==> src/rtl/pwm_capture_if.sv <==
// Signal bundle for pwm_capture: the raw PWM input and the measurement results.
interface pwm_capture_if;
  logic        pwm_in;
  logic [27:0] high_cnt;
  logic [27:0] period_cnt;
  logic [7:0]  position;
  logic        valid;
  logic        timeout;

  modport slave (
    input  pwm_in,
    output high_cnt, period_cnt, position, valid, timeout
  );

  modport master (
    output pwm_in,
    input  high_cnt, period_cnt, position, valid, timeout
  );
endinterface

==> src/rtl/pwm_capture.sv <==
// Measures high time and period of an asynchronous PWM input and decodes a servo-style
// position from the high time. States: IDLE = waiting for first rise, HIGH = counting
// high time, LOW = counting remainder of period until the closing rise.
module pwm_capture #(
  parameter logic [27:0] OFFSET  = 28'd50000,
  parameter logic [27:0] STEP    = 28'd273,
  parameter logic [27:0] TIMEOUT = 28'd2000000
) (
  input  logic         clk,
  input  logic         rst_n,
  pwm_capture_if.slave bus
);

  typedef enum logic [1:0] {IDLE, HIGH, LOW} state_t;

  state_t      state_q, state_d;
  logic        sync1_q, sync1_d;
  logic        s_q, s_d;
  logic        s_dly_q, s_dly_d;
  logic [27:0] cnt_q, cnt_d;
  logic [27:0] hcnt_q, hcnt_d;
  logic [27:0] presc_q, presc_d;
  logic [7:0]  pos_acc_q, pos_acc_d;
  logic [27:0] high_cnt_q, high_cnt_d;
  logic [27:0] period_cnt_q, period_cnt_d;
  logic [7:0]  position_q, position_d;
  logic        valid_q, valid_d;
  logic        timeout_q, timeout_d;

  logic        rise, fall;
  logic [27:0] hcnt_inc;

  assign rise     = s_q & ~s_dly_q;
  assign fall     = ~s_q & s_dly_q;
  assign hcnt_inc = hcnt_q + 28'd1;

  always_comb begin
    state_d      = state_q;
    sync1_d      = bus.pwm_in;
    s_d          = sync1_q;
    s_dly_d      = s_q;
    cnt_d        = cnt_q;
    hcnt_d       = hcnt_q;
    presc_d      = presc_q;
    pos_acc_d    = pos_acc_q;
    high_cnt_d   = high_cnt_q;
    period_cnt_d = period_cnt_q;
    position_d   = position_q;
    valid_d      = 1'b0;
    timeout_d    = timeout_q;

    case (state_q)
      IDLE: begin
        if (rise) begin
          state_d   = HIGH;
          cnt_d     = 28'd1;
          hcnt_d    = 28'd1;
          presc_d   = 28'd1;
          pos_acc_d = 8'd0;
        end
      end

      HIGH: begin
        // Abort before a fall could push cnt past TIMEOUT.
        if (cnt_q == TIMEOUT) begin
          state_d   = IDLE;
          timeout_d = 1'b1;
        end else if (fall) begin
          state_d = LOW;
          cnt_d   = cnt_q + 28'd1;
        end else begin
          cnt_d  = cnt_q + 28'd1;
          hcnt_d = hcnt_inc;
          // Prescaler replaces a divide: one position LSB per STEP cycles past OFFSET.
          if (hcnt_inc > OFFSET && pos_acc_q != 8'd255) begin
            if (presc_q == STEP) begin
              presc_d   = 28'd1;
              pos_acc_d = pos_acc_q + 8'd1;
            end else begin
              presc_d = presc_q + 28'd1;
            end
          end
        end
      end

      LOW: begin
        if (rise) begin
          period_cnt_d = cnt_q;
          high_cnt_d   = hcnt_q;
          position_d   = pos_acc_q;
          valid_d      = 1'b1;
          timeout_d    = 1'b0;
          state_d      = HIGH;
          cnt_d        = 28'd1;
          hcnt_d       = 28'd1;
          presc_d      = 28'd1;
          pos_acc_d    = 8'd0;
        end else if (cnt_q == TIMEOUT) begin
          state_d   = IDLE;
          timeout_d = 1'b1;
        end else begin
          cnt_d = cnt_q + 28'd1;
        end
      end

      default: state_d = IDLE;
    endcase
  end

  always_ff @(posedge clk or negedge rst_n) begin
    if (!rst_n) begin
      state_q      <= IDLE;
      sync1_q      <= 1'b0;
      s_q          <= 1'b0;
      s_dly_q      <= 1'b0;
      cnt_q        <= 28'd0;
      hcnt_q       <= 28'd0;
      presc_q      <= 28'd0;
      pos_acc_q    <= 8'd0;
      high_cnt_q   <= 28'd0;
      period_cnt_q <= 28'd0;
      position_q   <= 8'd0;
      valid_q      <= 1'b0;
      timeout_q    <= 1'b0;
    end else begin
      state_q      <= state_d;
      sync1_q      <= sync1_d;
      s_q          <= s_d;
      s_dly_q      <= s_dly_d;
      cnt_q        <= cnt_d;
      hcnt_q       <= hcnt_d;
      presc_q      <= presc_d;
      pos_acc_q    <= pos_acc_d;
      high_cnt_q   <= high_cnt_d;
      period_cnt_q <= period_cnt_d;
      position_q   <= position_d;
      valid_q      <= valid_d;
      timeout_q    <= timeout_d;
    end
  end

  assign bus.high_cnt   = high_cnt_q;
  assign bus.period_cnt = period_cnt_q;
  assign bus.position   = position_q;
  assign bus.valid      = valid_q;
  assign bus.timeout    = timeout_q;

endmodule

==> src/flat_wrapper.sv <==
// flat-port wrapper written by rule: the top's interface ports become plain ports
module pwm_capture_flat 
#(
  parameter logic [27:0] OFFSET  = 28'd50000,
  parameter logic [27:0] STEP    = 28'd273,
  parameter logic [27:0] TIMEOUT = 28'd2000000
)
  (clk, rst_n, bus_pwm_in, bus_high_cnt, bus_period_cnt, bus_position, bus_valid, bus_timeout);
  pwm_capture_if bus_i ();
  input  logic clk;
  input  logic rst_n;
  input wire logic [$bits(bus_i.pwm_in)-1:0] bus_pwm_in;
  output wire logic [$bits(bus_i.high_cnt)-1:0] bus_high_cnt;
  output wire logic [$bits(bus_i.period_cnt)-1:0] bus_period_cnt;
  output wire logic [$bits(bus_i.position)-1:0] bus_position;
  output wire logic [$bits(bus_i.valid)-1:0] bus_valid;
  output wire logic [$bits(bus_i.timeout)-1:0] bus_timeout;
  assign bus_i.pwm_in = bus_pwm_in;
  assign bus_high_cnt = bus_i.high_cnt;
  assign bus_period_cnt = bus_i.period_cnt;
  assign bus_position = bus_i.position;
  assign bus_valid = bus_i.valid;
  assign bus_timeout = bus_i.timeout;
  pwm_capture #(.OFFSET(OFFSET), .STEP(STEP), .TIMEOUT(TIMEOUT)) u_core (.clk(clk), .rst_n(rst_n), .bus(bus_i));
endmodule
==> config.mk <==
export PLATFORM = sky130hd
export DESIGN_NAME = pwm_capture_flat
export DESIGN_NICKNAME = d
export VERILOG_FILES = /design/src/rtl/pwm_capture_if.sv /design/src/rtl/pwm_capture.sv /design/src/flat_wrapper.sv
export SDC_FILE = /design/constraint.sdc
export NUM_CORES = 1
export LEC_CHECK = 0
export CAP_MARGIN = 5
export CORE_AREA = 4 4 212 111
export DETAILED_ROUTE_END_ITERATION = 10
export DIE_AREA = 0 0 216 115
export PLACE_DENSITY = 0.71
export SLEW_MARGIN = 15
export SYNTH_ARGS = -nofsm -noshare
export SYNTH_HDL_FRONTEND = slang
export SYNTH_SLANG_ARGS = --single-unit
==> constraint.sdc <==
create_clock -name clk -period 3.3 [get_ports clk]
set_clock_uncertainty 0.2 [all_clocks]
set_input_delay 0.495 -clock clk [delete_from_list [all_inputs] [get_ports clk]]
set_output_delay 0.495 -clock clk [all_outputs]
set_load 0.05 [all_outputs]
==> flow_metrics.py, run 1 <==
metrics = {
    "status": {
        "outcome": "completed",
    },
    "final_layout": {
        "fillCellCount": 1984,
        "syn_to_final_growth_pct": 21.9,
        "final_cell_area_um2": 10400,
        "regArea_um2": 4080,
        "diodes": 0,
        "layout_commonest_cell": "nand2_1",
        "layout_common_cells": "nand2_1, dfrtp_1, nor2_1, o21ai_0, clkdlybuf4s50_1",
        "multi_input_area_um2": 4160,
        "instances_no_fill": 1372,
        "drive_above_1_share": 0.0942,
        "final_nets": 1074,
    },
    "setup_path": {
        "crit_arrival_ps": 3270,
        "ff2ff_path_depth": 10,
        "criticalPathCategory": "reg -> reg",
        "critPathLaunchType": "register",
        "endpoint_kind": "register",
        "path_max_fanout": 39,
        "required_ps": 3410,
    },
    "sta": {
        "slew_headroom": 0.270,
        "slew_violations": 0,
        "finalSetupViolations": 0,
        "max_freq_mhz": 317,
        "min_period_ps": 3160,
        "fin_crit_sh": 0.957,
        "tightest_slew_ps": 1090,
        "timing_hold_violations_final": 0,
    },
    "clocking": {
        "clk_path_buf_depth": 2,
        "clk_pin_slew_ps": 70,
        "cts_sinks": 163,
        "cts_buffers": 17,
        "htree_num_levels": 4,
        "postCtsSetupBuffers": 0,
        "tritoncts": "yes",
        "clockRootBuffer": "clkbuf_16",
        "clkLatencyLatePin_ps": 440,
    },
    "die": {
        "core_um2": 21400,
        "start_util": 0.398,
        "die_w_um": 216,
        "die-area_um2": 24800,
        "die_h_um": 115,
        "num_rows": 38,
        "io_pins": 69,
    },
    "grt": {
        "grt_pass1_vias": 7211,
        "antenna_found_initial": 0,
        "grt_usage": 0.175,
        "grt-ovfl-total": 0,
        "grt_max_degree": 74,
        "grt_pass1_wl_mm": 36.3,
    },
    "routing": {
        "ant_nets": 0,
        "drt_wl_total_mm": 21.3,
        "dr.pass1.iters": 5,
        "avgViaCountPerCell": 5.52,
        "via_count": 7569,
        "wl_per_cell_um": 15.5,
        "first_iter_violations": 637,
        "drc": 0,
    },
    "yosys": {
        "syn-cell-area_um2": 8520,
        "async_reset_ff_frac": 1.00,
        "yosysTopAreaCell": "dfrtp_1",
        "synth_area_per_cell_um2": 8.64,
        "synth_compound_area_frac": 0.162,
        "yosys.area_share.xor_xnor": 0.0267,
        "syn_nets": 1002,
        "synthMuxAreaShare": 0.00484,
        "synthFlopType": "dfrtp_1",
        "synthAdderAreaFrac": 0.0176,
        "ys_ff_latch": 163,
        "synth.distinct_cells": 62,
        "synth_top_area_frac": 0.478,
        "synth_top_family_by_area": "simple AND/OR/NAND/NOR gates",
        "synth-seq-area-share": 0.478,
        "yosysWarnings": 0,
        "synthTopCellsByArea": "dfrtp_1, nand2_1, o31ai_1, o21ai_0, nor2_1",
        "yosys.area_share.simple": 0.269,
        "syn_inst": 987,
        "synth_edf_count": 0,
    },
    "placed_design": {
        "portBuffers": 68,
        "hpwl_mm": 14.5,
        "place.gp.congestion": 0.898,
        "place_area_um2": 9710,
        "placed_cells": 1339,
    },
    "power": {
        "vdd_ir_drop_max_mv": 0.426,
        "power.leakage_nw": 4.61,
        "p_per_area_nw_per_um2": 607,
    },
    "worst_hold_path": {
        "hp-class": "reg -> reg",
        "hold_depth": 0,
    },
    "run": {
        "max_cap_viol_count": 0,
    },
}
metrics by stage:
step / setup TNS (ps) / power, mW / worst slack [ps] / hold slack [ps] / utilization
2_1_floorplan: 0 / 3.60 / 127 / -0.591 / -
3_3_place_gp: 0 / 4.15 / 134 / 145 / 0.453
3_5_place_dp: 0 / 4.21 / 43.8 / 153 / 0.453
4_1_cts: 0 / 6.32 / 20.8 / 168 / 0.482
5_1_grt: -0.115 / 6.66 / -0.115 / 181 / 0.485
6_report: 0 / 6.31 / 143 / 162 / 0.485
critical path: stages, from the launching register on:
cell and delay [ps]:
dfrtp_1 360, buf_4 160, and3_1 290, nand3_2 190
nor4_1 320, o221ai_1 220, a221o_1 430, a211oi_4 310
buf_12 250, or2_4 200, o21ai_0 90
power breakdown:
group	switching (mW)	internal, mW	leakage [nW]
clock	0.888	1.21	0.291
combinational	1.34	0.625	2.07
sequential	0.131	2.12	2.25
sequential cells by signal, indices dropped and copies added, names as in the netlist:
signal / flops
u_core.bus.high_cnt: 28
u_core.bus.period_cnt: 28
u_core.cnt_q: 28
u_core.hcnt_q: 28
u_core.presc_q: 28
u_core.bus.position: 8
u_core.pos_acc_q: 8
u_core.state_q: 2
u_core.bus.timeout: 1
u_core.bus.valid: 1
u_core.s_d: 1
u_core.s_dly_d: 1
u_core.s_dly_q: 1
cell type report:
class / instances / share of cell area
clock buffers: 17 / 0.0409
clock inverters: 15 / 0.0188
inverters: 24 / 0.00867
multi-input cells: 739 / 0.400
flip-flops and latches: 163 / 0.393
well taps: 300 / 0.0361
repair buffers: 114 / 0.103
per-layer routing:
layer | routed length, µm | global-route usage | share of wire | vias to the layer above
li1 | - | - | - | 3640
met1 | 10200 | 0.244 | 0.48 | 3725
met2 | 9980 | 0.281 | 0.47 | 179
met3 | 766 | 0.0346 | 0.036 | 25
met4 | 283 | 0.0545 | 0.013 | 0
met5 | 0 | 0 | 0 | -
Yosys cell counts (2+ instances only):
| master | number |
|---|---|
| nor3_1 | 14 |
| o41ai_1 | 13 |
| dfrtp_1 | 163 |
| or2_2 | 2 |
| o21ai_1 | 3 |
| o22a_1 | 2 |
| buf_2 | 7 |
| inv_1 | 24 |
| nor4_1 | 13 |
| buf_1 | 4 |
| and2_1 | 3 |
| mux2i_1 | 3 |
| nor3b_1 | 3 |
| nand2b_1 | 6 |
| nor4_4 | 2 |
| clkbuf_1 | 44 |
| and4_1 | 3 |
| nand4_1 | 20 |
| nand3_1 | 39 |
| buf_6 | 2 |
| o211ai_1 | 6 |
| or4_1 | 2 |
| nor4b_1 | 10 |
| ha_1 | 12 |
| and3_1 | 24 |
| nor4_2 | 3 |
| or3_1 | 6 |
| o21ai_0 | 72 |
| nand3b_1 | 3 |
| nor2_1 | 76 |
| xor2_1 | 16 |
| o311ai_0 | 2 |
| a21o_1 | 6 |
| a21oi_1 | 31 |
| a31oi_1 | 10 |
| a211o_1 | 2 |
| buf_4 | 4 |
| xnor2_1 | 10 |
| nor2b_1 | 6 |
| o31ai_1 | 56 |
| nand2_1 | 239 |
cells by family (layout without fill, tap and decap cells):
logic type / after synthesis / after routing
AND/OR/NAND/NOR: 482 / 482
adder cells (fa/ha/maj): 12 / 12
AO/OA/AOI/OAI: 215 / 215
XOR/XNOR: 26 / 26
multiplexers: 4 / 4
buffers and inverters: 85 / 170
flip-flops: 163 / 163
worst paths after layout:
check                            startpoint                         to  slack [ps]
max in group asynchronous             rst_n    u_core.bus.high_cnt[24]        1630
setup reg to reg           u_core.hcnt_q[0]        u_core.pos_acc_q[1]         140
hold reg to reg                  u_core.s_d             u_core.s_dly_d         160
min in group asynchronous             rst_n  u_core.bus.period_cnt[27]         450
hold / removal                   u_core.s_d             u_core.s_dly_d         160
setup / recovery           u_core.hcnt_q[0]        u_core.pos_acc_q[1]         140
repair_timing:
action | CTS | global route
endpoints found under the setup margin | 0 | 30
endpoints found under the hold margin | 71 | 0
resized for setup | 0 | 10
hold buffers | 1 | 0
(Power assumes the default switching activity.)
==> inputs of run 2 (changes only) <==
--- a/config.mk
+++ b/config.mk
@@ -7,6 +7,7 @@
 export LEC_CHECK = 0
 export CAP_MARGIN = 5
 export CORE_AREA = 4 4 212 111
+export CTS_BUF_LIST = sky130_fd_sc_hd__clkbuf_8
 export DETAILED_ROUTE_END_ITERATION = 10
 export DIE_AREA = 0 0 216 115
 export PLACE_DENSITY = 0.71
@@ -14,3 +15,4 @@
 export SYNTH_ARGS = -nofsm -noshare
 export SYNTH_HDL_FRONTEND = slang
 export SYNTH_SLANG_ARGS = --single-unit
+export TNS_END_PERCENT = 10
==> run 2 against run 1 <==
Largest power group unchanged. Non-clock buffer count did not move. Core utilization fell by 0.96 points. Maximum frequency fell by 0.87%. Highest routed layer unchanged. Clock power fell by 24%. First-iteration DRC count rose by 4.2%. Critical path type unchanged.
==> flow_metrics.py, run 2 (synthesis results as in run 1) <==
metrics = {
    "status": {
        "outcome": "completed",
    },
    "grt": {
        "grt_usage": 0.175,
        "antenna_found_initial": 0,
        "grt-ovfl-total": 0,
        "grt_max_degree": 74,
        "grt_pass1_vias": 7176,
        "grt_pass1_wl_mm": 36.2,
    },
    "final_layout": {
        "drive_above_1_share": 0.0933,
        "layout_common_cells": "nand2_1, dfrtp_1, nor2_1, o21ai_0, clkdlybuf4s50_1",
        "final_nets": 1074,
        "instances_no_fill": 1372,
        "syn_to_final_growth_pct": 19.5,
        "layout_commonest_cell": "nand2_1",
        "diodes": 0,
    },
    "power": {
        "swShare": 0.396,
        "p_per_area_nw_per_um2": 571,
        "total_power_mw": 5.81,
        "p_clk_frac": 0.276,
        "vdd_ir_drop_max_mv": 0.390,
        "pwr-share-seq": 0.387,
        "power.leakage_nw": 4.51,
        "p_switching_mw": 2.30,
        "comb_power_share": 0.338,
        "p_int_mw": 3.51,
    },
    "setup_path": {
        "endpoint_kind": "register",
        "required_ps": 3460,
        "criticalPathCategory": "reg -> reg",
        "r2r_start": "u_core.hcnt_q[0]",
        "regToRegSetupSlack_ps": 120,
        "crit_arrival_ps": 3340,
        "rr_endpoint": "u_core.presc_q[18]",
        "critPathLaunchType": "register",
        "ff2ff_path_depth": 10,
        "path_max_fanout": 27,
    },
    "sta": {
        "tightest_slew_ps": 1110,
        "finalSetupViolations": 0,
        "fin_crit_sh": 0.965,
        "tns_ps": 0,
        "timing_hold_violations_final": 0,
        "slew_headroom": 0.255,
        "max_freq_mhz": 314,
        "rsz0062_at_grt": "true",
        "min_period_ps": 3180,
        "slew_violations": 0,
    },
    "placed_design": {
        "hpwl_mm": 14.5,
        "placed_cells": 1339,
        "portBuffers": 68,
        "place.gp.congestion": 0.898,
    },
    "routing": {
        "ant_nets": 0,
        "avgViaCountPerCell": 5.51,
        "first_iter_violations": 664,
        "wl_per_cell_um": 15.5,
        "dr.pass1.iters": 5,
        "via_count": 7555,
        "drc": 0,
        "drt_wl_total_mm": 21.3,
    },
    "clocking": {
        "clockRootBuffer": "clkbuf_8",
        "clk_pin_slew_ps": 90,
        "clkLatencyLatePin_ps": 470,
        "tritoncts": "yes",
        "cts_buffers": 17,
        "cts_sinks": 163,
        "htree_num_levels": 4,
        "clk_path_buf_depth": 2,
    },
    "worst_hold_path": {
        "hold_end": "u_core.s_dly_d",
        "hp-class": "reg -> reg",
        "hold_start": "u_core.s_d",
        "hold_depth": 0,
    },
    "run": {
        "max_cap_viol_count": 0,
    },
    "die": {
        "num_rows": 38,
        "start_util": 0.398,
        "die_h_um": 115,
        "core_um2": 21400,
        "die-area_um2": 24800,
        "die_w_um": 216,
        "io_pins": 69,
    },
}
## run 2: area by class of cell
| class | count | area [µm²] |
|---|---|---|
| multi-input combinational | 739 | 4140 |
| timing repair buffer | 114 | 1070 |
| fill | 2019 | 11300 |
| clock inverter | 15 | 195 |
| clock buffer | 17 | 234 |
| inverter | 24 | 90.1 |
| tap | 300 | 375 |
| sequential | 163 | 4080 |
## run 2: what timing repair did
action / in CTS / in global routing
endpoints found under the setup margin: 0 / 31
hold buffers: 1 / 0
resized for setup: 0 / 8
endpoints found under the hold margin: 71 / 0
buffers inserted: 0 / 0
## run 2: how the worst max path moves through the flow
| stage | from | to | slack (ps) | cells past startpoint |
|---|---|---|---|---|
| global route | u_core.hcnt_q[0] | u_core.presc_q[18] | -40 | 11 |
| finish | u_core.hcnt_q[0] | u_core.presc_q[18] | 120 | 10 |
| detailed placement | u_core.hcnt_q[0] | u_core.presc_q[10] | 40 | 10 |
| floorplan | u_core.hcnt_q[0] | u_core.presc_q[16] | 130 | 11 |
| global placement | u_core.hcnt_q[0] | u_core.pos_acc_q[1] | 130 | 10 |
| CTS | u_core.hcnt_q[0] | u_core.presc_q[10] | 10 | 10 |
## run 2: worst max-delay path, stage by stage (launching register included)
cell and delay (ps):
dfrtp_1 360, buf_4 160, nand3_1 270, or4_1 530
nor4_1 180, a31oi_1 70, o21ai_1 230, a211oi_4 110
or3_1 430, buf_12 190, o41ai_1 330
## run 2: power by group through the flow
stage,clock [mW],sequential [mW],combinational (mW)
after floorplan,0,2.40,1.20
after global placement,0,2.27,1.88
after detailed placement,0,2.28,1.93
after CTS,1.64,2.24,1.94
after global routing,1.73,2.27,2.16
final,1.60,2.25,1.96
## run 2: routing by layer
metal | global-route usage | wire length (µm)
met5 | 0 | 0
met3 | 0.0296 | 878
met4 | 0.0571 | 286
met2 | 0.284 | 10000
met1 | 0.243 | 10100
## run 2: stage by stage
step	utilization	setup slack (ps)	hold slack [ps]	instance area (µm²)
finish	0.475	116	168	10200
global route	0.475	-40.5	188	10200
CTS	0.473	12.4	176	10100
detailed placement	0.453	43.8	153	9710
global placement	0.453	134	145	9710
floorplan	-	127	-0.591	8520
==> inputs of run 3 (changes only) <==
--- a/config.mk
+++ b/config.mk
@@ -7,7 +7,7 @@
 export LEC_CHECK = 0
 export CAP_MARGIN = 5
 export CORE_AREA = 4 4 212 111
-export CTS_BUF_LIST = sky130_fd_sc_hd__clkbuf_8
+export CTS_BUF_LIST = sky130_fd_sc_hd__clkbuf_4 sky130_fd_sc_hd__clkbuf_8
 export DETAILED_ROUTE_END_ITERATION = 10
 export DIE_AREA = 0 0 216 115
 export PLACE_DENSITY = 0.71
==> results of run 3 <==
Same layout as run 2: the final DEF is identical, and so are final timing and power.
